<file path="config.mk">
export PLATFORM = sky130hd
export DESIGN_NAME = md_unit
export DESIGN_NICKNAME = d
export VERILOG_FILES = /design/src/rtl/md_unit.sv
export SDC_FILE = /design/constraint.sdc
export NUM_CORES = 1
export LEC_CHECK = 0
export CORE_ASPECT_RATIO = 1.1
export CORE_MARGIN = 3
export CORE_UTILIZATION = 59
export CTS_BUF_LIST = sky130_fd_sc_hd__clkbuf_4 sky130_fd_sc_hd__clkbuf_8
export DETAILED_ROUTE_END_ITERATION = 10
export PLACE_DENSITY = 0.83
export SKIP_LAST_GASP = 1
export SLEW_MARGIN = 20
export SYNTH_ARGS = -nofsm -noshare
export SYNTH_HDL_FRONTEND = slang
export SYNTH_SLANG_ARGS = --single-unit
</file>
<file path="constraint.sdc">
create_clock -name clock -period 9.6 [get_ports clock]
set_clock_uncertainty 0.1 [all_clocks]
set_input_delay 1.92 -clock clock [delete_from_list [all_inputs] [get_ports clock]]
set_output_delay 1.92 -clock clock [all_outputs]
set_load 0.1 [all_outputs]
</file>
<file path="src/rtl/md_unit.sv">
// Iterative MIPS multiply/divide unit: radix-2 shift-add multiply, restoring divide,
// HI/LO register pair with mthi/mtlo writes and an mfhi/mflo read mux.
module md_unit #(
    parameter int unsigned XLEN = 32
) (
    input  logic            clock,
    input  logic            reset,
    input  logic            start,
    input  logic [1:0]      op,
    input  logic [XLEN-1:0] a,
    input  logic [XLEN-1:0] b,
    input  logic            wr_hi,
    input  logic            wr_lo,
    input  logic [XLEN-1:0] wdata,
    input  logic            rd_hi,
    output logic            busy,
    output logic            done,
    output logic [XLEN-1:0] hi,
    output logic [XLEN-1:0] lo,
    output logic [XLEN-1:0] md_result
);

    localparam int unsigned CW = $clog2(XLEN);
    localparam int unsigned AW = 2 * XLEN;

    typedef enum logic [1:0] {IDLE, MUL, DIV, FIX} state_t;

    state_t          state, state_next;
    logic [CW-1:0]   count, count_next;
    logic [XLEN-1:0] opa, opa_next, opb, opb_next;
    logic [XLEN-1:0] hi_next, lo_next;
    logic [AW-1:0]   acc, acc_next;
    logic [1:0]      op_q, op_q_next;
    logic            sign_a, sign_a_next, sign_b, sign_b_next;
    logic            busy_next, done_next;

    logic            s_a, s_b, neg;
    logic [XLEN-1:0] a_abs, b_abs, quot, rem, raw_a, rem_sub;
    logic [XLEN:0]   add_sum, rem_sh;
    logic            rem_ge;
    logic [AW-1:0]   product;

    // Next-state and datapath logic
    always_comb begin
        state_next  = state;
        count_next  = count;
        opa_next    = opa;
        opb_next    = opb;
        acc_next    = acc;
        op_q_next   = op_q;
        sign_a_next = sign_a;
        sign_b_next = sign_b;
        hi_next     = hi;
        lo_next     = lo;
        busy_next   = busy;
        done_next   = 1'b0;

        s_a     = ~op[0] & a[XLEN-1];
        s_b     = ~op[0] & b[XLEN-1];
        a_abs   = s_a ? -a : a;
        b_abs   = s_b ? -b : b;
        add_sum = {1'b0, acc[AW-1:XLEN]} + {1'b0, opa};
        rem_sh  = acc[AW-2:XLEN-1];
        rem_ge  = rem_sh >= {1'b0, opb};
        rem_sub = XLEN'(rem_sh - {1'b0, opb});
        neg     = ~op_q[0] & (sign_a ^ sign_b);
        product = neg ? -acc : acc;
        quot    = acc[XLEN-1:0];
        rem     = acc[AW-1:XLEN];
        raw_a   = sign_a ? -opa : opa;

        case (state)
            IDLE: begin
                if (start) begin
                    opa_next    = a_abs;
                    opb_next    = b_abs;
                    acc_next    = {{XLEN{1'b0}}, (op[1] ? a_abs : b_abs)};
                    op_q_next   = op;
                    sign_a_next = s_a;
                    sign_b_next = s_b;
                    count_next  = '0;
                    busy_next   = 1'b1;
                    state_next  = op[1] ? DIV : MUL;
                end else begin
                    if (wr_hi) hi_next = wdata;
                    if (wr_lo) lo_next = wdata;
                end
            end
            MUL: begin
                acc_next   = acc[0] ? {add_sum, acc[XLEN-1:1]} : {1'b0, acc[AW-1:1]};
                count_next = count + 1'b1;
                if (count == CW'(XLEN - 1)) state_next = FIX;
            end
            DIV: begin
                acc_next   = rem_ge ? {rem_sub, acc[XLEN-2:0], 1'b1} : {acc[AW-2:0], 1'b0};
                count_next = count + 1'b1;
                if (count == CW'(XLEN - 1)) state_next = FIX;
            end
            FIX: begin
                // Divide by zero bypasses the sign fix and returns the raw dividend in HI
                if (op_q[1]) begin
                    if (opb == '0) begin
                        lo_next = '1;
                        hi_next = raw_a;
                    end else begin
                        lo_next = neg ? -quot : quot;
                        hi_next = sign_a ? -rem : rem;
                    end
                end else begin
                    {hi_next, lo_next} = product;
                end
                busy_next  = 1'b0;
                done_next  = 1'b1;
                state_next = IDLE;
            end
            default: state_next = IDLE;
        endcase
    end

    // State and datapath registers
    always_ff @(posedge clock or posedge reset) begin
        if (reset) begin
            state  <= IDLE;
            count  <= '0;
            opa    <= '0;
            opb    <= '0;
            acc    <= '0;
            op_q   <= '0;
            sign_a <= 1'b0;
            sign_b <= 1'b0;
            hi     <= '0;
            lo     <= '0;
            busy   <= 1'b0;
            done   <= 1'b0;
        end else begin
            state  <= state_next;
            count  <= count_next;
            opa    <= opa_next;
            opb    <= opb_next;
            acc    <= acc_next;
            op_q   <= op_q_next;
            sign_a <= sign_a_next;
            sign_b <= sign_b_next;
            hi     <= hi_next;
            lo     <= lo_next;
            busy   <= busy_next;
            done   <= done_next;
        end
    end

    assign md_result = rd_hi ? hi : lo;

endmodule

</file>
==> results.cfg <==
[yosys]
synth_seq_area_share_pct = 28.6
ys_warn_count = 0
synth.distinct_cells = 79
synth_edf_count = 0
postSynthCellCount = 2303
postSynth.topFlopCell = dfrtp_1
synth.avg_cell_area_um2 = 7.80
synth_async_sr_flop_share_pct = 100
ys_ff_latch = 205
netlist_area_um2 = 18000
syn_nets = 2484

[global_routing]
total_routing_resource_utilization_after_global_routing_pct = 40.1
grt_antenna_before_repair = 0
largest_net_degree_at_the_start_of_global_routing = 136
grt_first_pass_wirelength_um = 102000
first_global_vias = 17706
gr-total-overflow = 0

[cells_and_area]
finish.net_count = 2580
layout_common_cells = 254 x nand2_1, 242 x o21ai_0, 207 x a21oi_1, 205 x dfrtp_1, 200 x clkdlybuf4s50_1
fillerInstances = 2473
post_route_cells_drive_above_1_share_pct = 6.98
synthToLayoutAreaGrowth_pct = 16.0
most_frequent_standard_cell_in_the_layout_excluding_fill_and_tap_cells = nand2_1

[floorplan]
floorplan.die_area_um2 = 32600
initial_core_util_pct = 60.2
placementRows = 66
floorplan.core_area_um2 = 29800
die_width_um = 172
num_ports = 202
die_h_um = 189

[sta]
report.final.slew_viol_count = 0
tightestPinTransition_ps = 1060
final_critical_path_setup_slack_ps = 3420
period_minus_ws_final_ps = 6180
setup_viol = 0
slew_headroom_pct = 29.4
post-route-period-util_pct = 64.3
setup_tns_ps = 0
final_hold_viol_count = 0
rsz0062_at_grt = no
timing.fmax_mhz = 162

[critical_path]
crit_chain = clkdlybuf4s50_1 -> buf_4 -> mux2_2 -> clkdlybuf4s50_1
cell_at_the_slowest_stage_of_the_critical_path = clkdlybuf4s50_1
cpMostUsedCell = clkdlybuf4s50_1
crit_fanout = 32
critPathKind = input port to output pin
critPathLaunchType = input port
worst-endpoint-arrival_ps = 4160
cp_data_required_time_ps = 7580
max_stage_delay_on_crit_path_ps = 1140
endpoint_kind = output pin

[routing]
drtPass1Iterations = 6
drcViolationCount = 0
route.antenna.remaining_nets = 0
post_drt_wl_per_cell_um = 23.4
drtIter0Drc = 2284
route.vias.total = 18826
detail_route.vias_per_cell = 6.65
finalWirelength_um = 66400

[clocking]
numClockSinks = 205
ctsHoldBuffers = 0
post_cts.repair.setup_buffers = 0
cts-resized-gates = 0
clk_pin_slew_worst_paths_ps = 50
worstSkewPairLatency_ps = 560
cts-buffers-inserted = 37
tritoncts = built
number_of_buffers_on_the_longest_clock_path = 3
h-tree-depth = 2
cts_root_buf = clkbuf_8

[placement]
dp_hpwl_um = 50500
dp_slack_ps = 3410
port_buffers = 201
place_congestion = 1.00

[status]
run_status = complete, no violations

[worst_hold_path]
worst_hold_path_type = flop to flop

[flow_run]
maxCapViolCount = 0
-- through the flow --
step	util [%]	hold slack [ps]	instance area [µm²]	std cells
2_1_floorplan	-	369	18000	2303
5_1_grt	69.9	425	20800	2830
3_5_place_dp	67.2	388	20000	2768
3_3_place_gp	67.2	385	20000	2768
6_report	69.9	398	20800	2831
4_1_cts	69.9	400	20800	2830
-- cells in the mapped netlist, drive strengths merged (31+ instances only) --
cell	number	area (µm²)
nor3	43	215
inv	77	289
o211ai	36	270
xor2	103	902
a31oi	34	213
nor2	173	649
dfrtp	205	5130
xnor2	113	990
nand3	35	175
nand2	257	967
a21oi	208	1040
a22oi	31	233
o21ai	249	1250
mux2	43	484
nor4	36	250
ha	75	938
clkbuf	138	518
-- cell families after synthesis --
group / synth area share, %
AO/OA/AOI/OAI: 27.6
AND/OR/NAND/NOR: 18.3
buffers and inverters: 5.22
flip-flops: 28.6
XOR/XNOR: 10.5
multiplexers: 4.33
adder cells (fa/ha/maj): 5.45
-- layout make-up --
type                    instances  area [µm²]  area share (%)
diodes                          1        2.50          0.0120
clock buffers                  57         741            3.56
clock inverters                 5        63.8           0.306
inverters                      78         300            1.44
multi-input cells            1855       11900            57.2
flip-flops and latches        205        5130            24.6
well taps                     408         510            2.45
repair buffers                222        2160            10.4
-- metal layers --
| layer | GRT usage (%) | part of all wire, % | vias up |
|---|---|---|---|
| li1 | - | - | 8588 |
| met2 | 61.6 | 44 | 1122 |
| met4 | 24.5 | 7.4 | 0 |
| met1 | 51.9 | 39 | 8899 |
| met5 | 0 | 0 | - |
| met3 | 7.89 | 10 | 217 |
-- worst max-delay path, delay by kind of cell --
family	cells	cell delay (ps)
muxes	1	240
buffers and inverters	3	1980
-- flip-flops by register name, summed over array words and instances, names as in the netlist --
signal	cells
state	2
opa	32
opb	32
count	5
sign_a	1
sign_b	1
hi	32
op_q	2
busy	1
done	1
lo	32
acc	64
-- final timing paths --
path | startpoint | end | slack [ps] | depth (start not counted)
setup / recovery | rd_hi | md_result[21] | 3420 | 4
hold / removal | lo[1] | lo[1] | 400 | 2
setup reg to reg | acc[0] | hi[10] | 5200 | 11
hold reg to reg | lo[1] | lo[1] | 400 | 2
max in group asynchronous | reset | lo[24] | 6130 | 3
min in group asynchronous | reset | done | 1820 | 2
Power is left out: the tool's default activity adds up to more than one toggle a clock period on the data nets, which glitch-free logic cannot reach.
